===== src/rtl/pipeline_seq_ctrl.sv =====
// pipeline_seq_ctrl: central sequencer for a 5-stage MIPS pipeline.
// Turns the hazard flag, EX-stage branch redirect and memory handshakes into
// per-stage load enables, flushes and bubbles. It also counts cycles in which
// the PC did not advance and traps a data memory that never answers.
module pipeline_seq_ctrl #(
    parameter int FLUSH_CYCLES  = 2,    // cycles IF/ID + ID/EX are squashed after a redirect
    parameter int DWAIT_TIMEOUT = 255,  // consecutive dmem wait cycles before the trap
    parameter int CNT_W         = 16    // width of the lost-cycle counter
) (
    input  logic             clk,
    input  logic             reset,
    input  logic             stall,         // 0 = hazard (hold ID), 1 = free
    input  logic             branch_taken,
    input  logic             imem_ready,
    input  logic             dmem_req,
    input  logic             dmem_ready,
    output logic             pc_en,
    output logic             ifid_en,
    output logic             ifid_flush,
    output logic             idex_bubble,
    output logic             exmem_en,
    output logic             memwb_bubble,
    output logic             err,
    output logic [1:0]       state,
    output logic [CNT_W-1:0] stall_cnt
);

    typedef enum logic [1:0] {
        RUN   = 2'd0,
        DWAIT = 2'd1,
        FLUSH = 2'd2,
        ERR   = 2'd3
    } state_t;

    // The flush counter holds at most FLUSH_CYCLES-1. The wait counter must
    // reach DWAIT_TIMEOUT.
    localparam int FW = (FLUSH_CYCLES > 1) ? $clog2(FLUSH_CYCLES) : 1;
    localparam int WW = $clog2(DWAIT_TIMEOUT + 1);

    localparam logic [FW-1:0] FLUSH_RELOAD = FW'(FLUSH_CYCLES - 1);
    localparam logic [WW-1:0] WAIT_MAX     = WW'(DWAIT_TIMEOUT);

    state_t            state_q;
    logic [FW-1:0]     flush_cnt_q;
    logic [WW-1:0]     wait_cnt_q;
    logic [CNT_W-1:0]  stall_cnt_q;
    logic              err_q;
    logic              dmem_miss;

    assign dmem_miss = dmem_req & ~dmem_ready;
    assign state     = state_q;
    assign stall_cnt = stall_cnt_q;
    assign err       = err_q;

    // Stage controls: decoded from the current state and this cycle's inputs.
    always_comb begin
        // NOTE: every output gets a value before the case so no path leaves one
        // unassigned. An unassigned path would infer a latch.
        pc_en        = 1'b1;
        ifid_en      = 1'b1;
        ifid_flush   = 1'b0;
        idex_bubble  = 1'b0;
        exmem_en     = 1'b1;
        memwb_bubble = 1'b0;

        unique case (state_q)
            RUN: begin
                if (dmem_miss) begin
                    pc_en        = 1'b0;
                    ifid_en      = 1'b0;
                    exmem_en     = 1'b0;
                    memwb_bubble = 1'b1;
                end else if (branch_taken) begin
                    ifid_flush  = 1'b1;
                    idex_bubble = 1'b1;
                end else if (!stall) begin
                    pc_en       = 1'b0;
                    ifid_en     = 1'b0;
                    idex_bubble = 1'b1;
                end else if (!imem_ready) begin
                    pc_en      = 1'b0;
                    ifid_flush = 1'b1;
                end
            end
            DWAIT: begin
                // Freeze until the memory answers. The answering cycle advances.
                if (!dmem_ready) begin
                    pc_en        = 1'b0;
                    ifid_en      = 1'b0;
                    exmem_en     = 1'b0;
                    memwb_bubble = 1'b1;
                end
            end
            FLUSH: begin
                if (dmem_miss) begin
                    pc_en        = 1'b0;
                    ifid_en      = 1'b0;
                    exmem_en     = 1'b0;
                    memwb_bubble = 1'b1;
                end else begin
                    pc_en       = imem_ready;
                    ifid_flush  = 1'b1;
                    idex_bubble = 1'b1;
                end
            end
            ERR: begin
                pc_en        = 1'b0;
                ifid_en      = 1'b0;
                ifid_flush   = 1'b1;
                idex_bubble  = 1'b1;
                exmem_en     = 1'b0;
                memwb_bubble = 1'b1;
            end
        endcase

        // While reset is held, the pipeline is forced to load NOPs and hold the PC.
        if (reset) begin
            pc_en        = 1'b0;
            ifid_en      = 1'b0;
            ifid_flush   = 1'b1;
            idex_bubble  = 1'b1;
            exmem_en     = 1'b0;
            memwb_bubble = 1'b1;
        end
    end

    // Sequencer state, flush/wait counters, sticky trap and lost-cycle counter.
    always_ff @(posedge clk or posedge reset) begin
        // NOTE: state registers use non-blocking assignments so that every flop
        // samples values from before the edge.
        if (reset) begin
            state_q     <= RUN;
            flush_cnt_q <= '0;
            wait_cnt_q  <= '0;
            stall_cnt_q <= '0;
            err_q       <= 1'b0;
        end else begin
            if (!pc_en && !(&stall_cnt_q)) begin
                stall_cnt_q <= stall_cnt_q + CNT_W'(1);
            end

            unique case (state_q)
                RUN: begin
                    if (dmem_miss) begin
                        state_q    <= DWAIT;
                        wait_cnt_q <= WW'(1);
                    end else if (branch_taken) begin
                        flush_cnt_q <= FLUSH_RELOAD;
                        if (FLUSH_CYCLES > 1) begin
                            state_q <= FLUSH;
                        end
                    end
                end
                DWAIT: begin
                    if (dmem_ready) begin
                        state_q    <= RUN;
                        wait_cnt_q <= '0;
                    end else if (wait_cnt_q == WAIT_MAX) begin
                        state_q <= ERR;
                        err_q   <= 1'b1;
                    end else begin
                        wait_cnt_q <= wait_cnt_q + WW'(1);
                    end
                end
                FLUSH: begin
                    // A data miss freezes the flush in place. A newer redirect
                    // restarts the flush.
                    if (!dmem_miss) begin
                        if (branch_taken) begin
                            flush_cnt_q <= FLUSH_RELOAD;
                            if (FLUSH_CYCLES == 1) begin
                                state_q <= RUN;
                            end
                        end else if (imem_ready) begin
                            flush_cnt_q <= flush_cnt_q - FW'(1);
                            if (flush_cnt_q == FW'(1)) begin
                                state_q <= RUN;
                            end
                        end
                    end
                end
                ERR: begin
                    err_q <= 1'b1;
                end
            endcase
        end
    end

endmodule


===== config.mk =====
export PLATFORM = sky130hd
export DESIGN_NAME = pipeline_seq_ctrl
export DESIGN_NICKNAME = d
export VERILOG_FILES = /design/src/rtl/pipeline_seq_ctrl.sv
export SDC_FILE = /design/constraint.sdc
export NUM_CORES = 1
export LEC_CHECK = 0
export CAP_MARGIN = 20
export CORE_MARGIN = 4
export CORE_UTILIZATION = 45
export CTS_CLUSTER_SIZE = 25
export DETAILED_ROUTE_END_ITERATION = 16
export GPL_TIMING_DRIVEN = 0
export PLACE_DENSITY = 0.75
export SLEW_MARGIN = 20
export SYNTH_ARGS = -nofsm -noshare
export SYNTH_HDL_FRONTEND = slang
export SYNTH_SLANG_ARGS = --single-unit

===== constraint.sdc =====
create_clock -name clk -period 4.2 [get_ports clk]
set_input_delay 1.26 -clock clk [delete_from_list [all_inputs] [get_ports clk]]
set_output_delay 1.26 -clock clk [all_outputs]
set_load 0.05 [all_outputs]

-- After elaboration in Yosys (flattened, before gate mapping)
Cells that the tools add are included.
- register bits: 28
- bits of input ports: 7
- word-level logic and storage cells: 94
- add/sub/neg operators: 3
- eq/ne operators: 17
- mux-type cells: 53
- bitwise logic cells: 2
- reduce and logical (&&, ||, !) cells: 14
- operators by type and width (cell ; number):
    1-bit two-way mux ; 32
    8-bit two-way mux ; 3
    2-bit inequality test, second input constant ; 9
    16-bit by 1-bit adder with 16-bit output, second input constant ; 1
    2-bit two-way mux ; 8
    8-bit one-hot mux with 2 select lines ; 1
    16-bit AND reduction ; 1
    3-bit inequality test, second input constant ; 4
    1-bit one-hot mux with 3 select lines ; 4
    8-bit by 1-bit adder with 8-bit output, second input constant ; 1
    8-bit == test, second input constant ; 1
    1-bit one-hot mux with 4 select lines ; 2
    7-bit AND reduction ; 1
    2-bit one-hot mux with 3 select lines ; 1
    3-bit AND reduction ; 2
    2-bit nonzero test ; 3
    5-bit AND reduction ; 1
    2-bit == test, second input constant ; 2
    1-bit one-hot mux with 2 select lines ; 2
    3-bit nonzero test ; 1
    2-bit by 1-bit == test with 1-bit output, second input constant ; 1
    1-bit logical NOT ; 2
    2-bit logical NOT ; 1
    2-bit OR reduction ; 1
    4 further kinds ; 4

-- Depth between registers and ports, before layout
Gate-level depths: netlist of the first run.
- depth after elaboration: 8
- gate-level depth with buffers: 9

-- Worst setup path before layout of the first run
OpenSTA, ideal clock, no wires.
- path type: input to output
- from: input port reset
- to: output port pc_en
- arrival time: 2757 ps
- path slack: 183 ps
- cell stages on the path: 4
- path through: inv_1 -> o2111ai_4 -> a22oi_2 -> buf_6
- word-level cells in the longest chain between the ends: 1
- RTL lines (element ; line ; source):
    start: declaration ; 11 ; input logic reset,
    1-bit two-way mux ; 117 ; if (reset) begin
    end: declaration ; 17 ; output logic pc_en,
Every way passes these cells.

-- Worst setup path after layout of the first run
- from: input port branch_taken
- to: output port ifid_flush
- word-level cells in the longest chain between the ends: 4
- RTL lines (element ; line ; source):
    start: declaration ; 13 ; input logic branch_taken,
    1-bit two-way mux ; 73 ; end else if (branch_taken) begin
    1-bit two-way mux ; 68 ; if (dmem_miss) begin
    1-bit one-hot mux with 3 select lines ; 66 ; unique case (state_q)
    1-bit two-way mux ; 117 ;
    end: declaration ; 19 ; output logic ifid_flush,
Every way passes these cells.

==> metrics.yaml, run 1 <==
relSlewSlack_pct: 41.2
clk_latency_ps: 270
ctsHoldBuffers: 0
die_h_um: 70.7
ys_seq_area_share_pct: 39.6
cts_tree: "done"
cp_max_fo: 7
synthArstFlopShare_pct: 100
clock_skew_ps: 2.32
hp-class: "flop to flop"
slowest_stage: "clkdlybuf4s50_1"
p_seq_share_pct: 28.8
cts_made_buffers: 3
dieArea_sq_um: 5000
drtIter0Drc: 93
critPathTopFamily: "buffers and inverters"
max_stage_delay_ps: 630
drt_first_pass_iters: 4
r2r-start: "state[0]"
routedWlPerCell_um: 14.6
grt_pass1_vias: 1490
synthCells: 177
grt_pass1_wl_um: 6660
period_minus_slack_ps: 4080
grt_use_total_pct: 16.0
startpoint_type: "input pin"
crit_path_start: "branch_taken"
die_w_um: 70.7
final-max-slew-violation-count: 0
crit_type: "input pin to primary output"
fin_ws_ps: 124
crit_path_cell_trace: "clkdlybuf4s50_1, o21ai_0, a21oi_1, nor2_1, o21ai_0, clkdlybuf4s15_2"
pwr-share-comb_pct: 60.9
holdCritStartpoint: "err"
viasPerCell: 5.56
worst_slew_pin_slew_ps: 875
cts.sinks: 28
cp.depth: 6
grt_max_degree: 32
core_sq_um: 3740
diodes: 0
ys_ff_latch: 28
ys_types: 37
place_congestion: 0.819
wirelength_um: 3810
mostFrequentLayoutCells: "28 x dfrtp_1, 23 x clkdlybuf4s50_1, 18 x nor2_1"
drive_above_1_share_pct: 16.4
required_ps: 2940
rows: 22
hold_depth: 2
power.share.clock_pct: 10.4
p_total_mw: 1.61
cp.arrival_ps: 2820
design_area_sq_um: 2240
p_leak_nw: 0.923
cap_violations: 0
grt.overflow.total: 0
initial_core_util_pct: 47.3
finalSetupTns_ps: 0
period_share_pct: 97.0
nets: 228
h-tree-depth: 1
power.switching_mw: 0.828
yosys.area.top_type: "dfrtp_1"
p_int_mw: 0.780
antenna_found_initial: 0
grt_setup_unrepaired: "false"
clockBufferDepth: 2
final_core_util_pct: 59.7
cp-end-kind: "primary output"
hold_viol_final: 0
synth_flop_cell: "dfrtp_1"
ys_warn_count: 0
cp_num_buf_inv: 2
setup_violations: 0
fmax_mhz: 245
placed_area_sq_um: 2130
syn_nets: 191
drc_errors: 0
avgSynthCellArea_sq_um: 10.0
drtAntennaViolNets: 0
mostFrequentLayoutCell: "dfrtp_1"
post-place-ws_ps: -1070
p_per_area_nw_per_um2: 719
io_buffers: 30
crit_path_frequent_cell: "o21ai_0"
syn_to_final_growth_pct: 26.4
clk_pin_slew_ps: 90
cts-root-buf: "clkbuf_8"
status: "completed"
syn_area_sq_um: 1770
synthDominantCellAreaShare_pct: 39.6
dp_hpwl_um: 2720
reg2regPathDepth: 8
peakVddDrop_mv: 0.632
io_pins: 32
synthTopCellsByArea: "dfrtp_1 40%, xor2_1 8.4%, ha_1 5.0%"
num_vias: 1452
synth-edff-count: 0
swShare_pct: 51.5
==> area by class of cell <==
cell class / count / area, sq um
Buffer: 5 / 51.3
Timing Repair Buffer: 31 / 314
Sequential cell: 28 / 701
Multi-Input combinational cell: 136 / 990
Inverter: 8 / 56.3
Fill cell: 346 / 1510
Timing Repair inverter: 1 / 8.76
Clock buffer: 4 / 55.1
Tap cell: 48 / 60.1
==> routing by layer <==
metal | share of wire [%] | GRT usage [%]
met5 | 0 | 0
met2 | 48 | 27.5
met4 | 1.2 | 3.34
met1 | 45 | 20.1
met3 | 5.3 | 4.55
==> worst paths after layout <==
check,slack (ps),endpoint
worst max-delay path,120,ifid_flush
worst min-delay path,480,err
worst max register to register,1830,stall_cnt[15]
worst min register to register,480,err
max in group asynchronous,2900,stall_cnt[8]
min in group asynchronous,1060,stall_cnt[15]
==> cell families (layout without fill, tap and decap cells) <==
| kind of cell | after synthesis | after routing | share of synthesized area [%] |
|---|---|---|---|
| flip-flops | 28 | 28 | 39.6 |
| AO/OA/AOI/OAI | 26 | 26 | 10.6 |
| multiplexers | 6 | 6 | 3.82 |
| XOR/XNOR | 19 | 19 | 9.41 |
| AND/OR/NAND/NOR | 78 | 78 | 27.0 |
| adder cells (fa/ha/maj) | 7 | 7 | 4.95 |
| buffers and inverters | 13 | 49 | 4.60 |
==> cells in the mapped netlist (all sizes together), types with 2 or more instances <==
cell / n
nand2: 14
nand4: 7
and3: 3
mux2: 6
buf: 4
nand3: 11
xnor2: 2
nor3: 3
a21oi: 8
inv: 8
nor2b: 4
xor2: 17
ha: 7
nor4: 11
nor2: 18
o21ai: 9
nor4b: 2
dfrtp: 28
==> sequential cells by signal, summed over array words and instances (netlist names) <==
signal / flops
err: 1
flush_cnt_q: 1
stall_cnt: 16
state: 2
wait_cnt_q: 8
==> what timing repair did <==
action                                  in CTS  in global routing
setup buffers                                1                  0
gates resized for setup                     20                  3
pin swaps                                    1                  0
cloned                                       0                  1
endpoints found under the setup margin       5                  3
==> worst min-delay path, stage by stage (launching register included) <==
cell and delay [ps]:
dfrtp_1 360, a21oi_1 40, nand2_1 50
==> stage by stage <==
stage | hold WS, ps | cells
4_1_cts | 487 | 260
3_3_place_gp | 458 | 255
2_1_floorplan | 467 | 177
5_1_grt | 519 | 261
3_5_place_dp | 463 | 255
6_report | 479 | 261
==> power groups by stage <==
stage          clock, mW  sequential, mW  combinational (mW)
2_1_floorplan          0           0.678               0.474
3_3_place_gp           0           0.466               0.961
3_5_place_dp           0           0.465               0.977
4_1_cts            0.172           0.462               0.984
5_1_grt            0.183           0.480                1.05
6_report           0.166           0.463               0.978
Power figures use the tool's default switching activity.
==> inputs of run 2 (changes only) <==
--- a/config.mk
+++ b/config.mk
@@ -8,7 +8,6 @@
 export CAP_MARGIN = 20
 export CORE_MARGIN = 4
 export CORE_UTILIZATION = 45
-export CTS_CLUSTER_SIZE = 25
 export DETAILED_ROUTE_END_ITERATION = 16
 export GPL_TIMING_DRIVEN = 0
 export PLACE_DENSITY = 0.75
==> results of run 2 <==
No change in the layout: final DEF, timing and power equal those of run 1.
==> inputs of run 3 (changes only) <==
--- a/config.mk
+++ b/config.mk
@@ -6,11 +6,13 @@
 export NUM_CORES = 1
 export LEC_CHECK = 0
 export CAP_MARGIN = 20
+export CELL_PAD_IN_SITES_DETAIL_PLACEMENT = 0
+export CELL_PAD_IN_SITES_GLOBAL_PLACEMENT = 1
 export CORE_MARGIN = 4
-export CORE_UTILIZATION = 45
+export CORE_UTILIZATION = 40
 export DETAILED_ROUTE_END_ITERATION = 16
 export GPL_TIMING_DRIVEN = 0
-export PLACE_DENSITY = 0.75
+export PLACE_DENSITY = 0.84
 export SLEW_MARGIN = 20
 export SYNTH_ARGS = -nofsm -noshare
 export SYNTH_HDL_FRONTEND = slang
==> run 3 against run 2 <==
Net effect:
- power increased by 0.46%
- non-clock buffer count is the same
- via count is 3.4% higher
- flip-flop and latch count unchanged
- final cell count rose by 0.77%
- wire length is 11% higher
- fmax shrank 0.46%
- final area down 0.45%
- core utilization shrank 6.0 points
- sequential share of layout area grew 0.14 points
- sequential power barely moved
- critical endpoint is now pc_en
- largest cell class unchanged
==> metrics.yaml, run 3 (synthesized netlist as in run 1, its figures left out) <==
required_ps: 2940  # about the same
grt_pass1_wl_um: 6890  # +3.4%
cts-root-buf: "clkbuf_8"
swShare_pct: 52.1  # +0.59 points
die_h_um: 74.5  # +5.4%
dieArea_sq_um: 5550  # +11%
p_int_mw: 0.774  # -0.76%
mostFrequentLayoutCells: "28 x dfrtp_1, 23 x clkdlybuf4s50_1, 18 x nor2_1"
hp-class: "flop to flop"
core_sq_um: 4140  # +11%
nets: 228  # unchanged
num_vias: 1502  # +3.4%
p_per_area_nw_per_um2: 725  # +0.91%
pwr-share-comb_pct: 60.9  # about the same
cp.arrival_ps: 2830  # about the same
hold_viol_final: 0  # unchanged
cts_made_buffers: 3  # unchanged
grt.overflow.total: 0  # unchanged
final_core_util_pct: 53.7  # -6.0 points
p_seq_share_pct: 28.7  # about the same
ctsHoldBuffers: 0  # unchanged
dp_hpwl_um: 3100  # +14%
cp_max_fo: 10  # +3
fill_cells: 390  # +13%
cp-end-kind: "primary output"
drc_errors: 0  # unchanged
cts.sinks: 28  # unchanged
clk_pin_slew_ps: 100  # about the same
power.switching_mw: 0.841  # +1.6%
critPathTopFamily: "buffers and inverters"
drt_first_pass_iters: 4  # unchanged
syn_to_final_growth_pct: 25.8
drtAntennaViolNets: 0  # unchanged
clk_latency_ps: 270  # about the same
setup_violations: 0  # unchanged
fmax_mhz: 244  # -0.46%
worst_slew_pin_slew_ps: 787  # -87.3 ps
grt_use_total_pct: 15.8  # -0.22 points
slowest_stage: "clkdlybuf4s50_1"
grt_setup_unrepaired: "false"
initial_core_util_pct: 42.7  # -4.6 points
grt_max_degree: 32  # unchanged
clock_skew_ps: 4.15  # +1.83 ps
worst_hold_slack_ps: 488  # +8.56 ps
final-max-slew-violation-count: 0  # unchanged
cap_violations: 0  # unchanged
crit_path_start: "dmem_req"
cp_num_buf_inv: 3  # +1
peakVddDrop_mv: 0.405  # -36%
crit_path_frequent_cell: "buf_6"
status: "completed"
crit_path_cell_trace: "clkdlybuf4s50_1, nor2b_2, o221ai_2, a22oi_2, buf_6, buf_6"
diodes: 0  # unchanged
rows: 23  # +4.5%
p_leak_nw: 0.910  # -1.4%
cts_tree: "done"
io_buffers: 30  # unchanged
holdCritStartpoint: "err"
die_w_um: 74.5  # +5.4%
multi_input_area_sq_um: 990  # unchanged
place_congestion: 0.825  # +0.72%
p_total_mw: 1.61  # +0.46%
power.share.clock_pct: 10.4  # about the same
relSlewSlack_pct: 47.1  # +5.9 points
routedWlPerCell_um: 16.1  # +10%
h-tree-depth: 1  # unchanged
period_share_pct: 97.5  # +0.45 points
largest_reg_flops: 16  # unchanged
wirelength_um: 4240  # +11%
viasPerCell: 5.71  # +2.7%
clockBufferDepth: 2  # unchanged
grt_pass1_vias: 1484  # -0.40%
drtIter0Drc: 108  # +16%
max_stage_delay_ps: 550  # -80 ps
antenna_found_initial: 0  # unchanged
final-seq-area_sq_um: 701  # unchanged
r2r-start: "state[0]"
crit_type: "input pin to primary output"
drive_above_1_share_pct: 16.4  # unchanged
startpoint_type: "input pin"
mostFrequentLayoutCell: "dfrtp_1"
period_minus_slack_ps: 4090  # +18.8 ps
io_pins: 32  # unchanged
==> run 3: through the flow <==
step / setup TNS [ps] / worst slack (ps) / cell area [sq um] / cells
6_report: 0 / 106 / 2230 / 263
5_1_grt: 0 / 47.2 / 2230 / 263
4_1_cts: 0 / 0.921 / 2220 / 262
3_5_place_dp: -2390 / -1130 / 2130 / 257
2_1_floorplan: 0 / 183 / 1770 / 177
3_3_place_gp: -3940 / -1500 / 2130 / 257
==> run 3: worst paths after layout <==
check | end | depth (start not counted) | slack, ps
max | pc_en | 6 | 110
min | err | 2 | 490
max reg2reg | stall_cnt[12] | 8 | 1740
min reg2reg | err | 2 | 490
max in group asynchronous | state[1] | 2 | 2900
min in group asynchronous | stall_cnt[1] | 2 | 1060
==> run 3: power by group through the flow <==
stage	Combinational, mW	Clock, mW	Sequential (mW)
3_3_place_gp	0.967	0	0.458
3_5_place_dp	0.986	0	0.465
5_1_grt	1.05	0.182	0.481
4_1_cts	0.989	0.169	0.460
2_1_floorplan	0.474	0	0.678
6_report	0.983	0.168	0.463
==> run 3: layout make-up <==
type / count / share of cell area, %
flip-flops and latches: 28 / 31.5
plain buffers: 5 / 2.30
inverters: 8 / 2.53
multi-input cells: 136 / 44.5
repair buffers: 31 / 13.5
well taps: 50 / 2.81
clock buffers: 4 / 2.47
repair inverters: 1 / 0.393
==> run 3: tightest hold or removal path: stages (launching register included) <==
cell	delay [ps]
dfrtp_1	360
a21oi_1	50
nand2_1	50
==> run 3: metal layers <==
layer	vias to the layer above	global-route usage, %	part of all wire (%)
met5	-	0	0
met2	48	24.6	47
met4	0	6.52	2.5
met1	737	21.9	46
met3	8	2.43	4.1
li1	709	-	-
==> run 3: repair_timing <==
item / in CTS / in global routing
gates cloned: 0 / 1
endpoints found under the setup margin: 5 / 4
hold endpoints to repair: 0 / 0
pin swaps: 1 / 0
gates resized for setup: 21 / 5
buffers inserted: 1 / 0
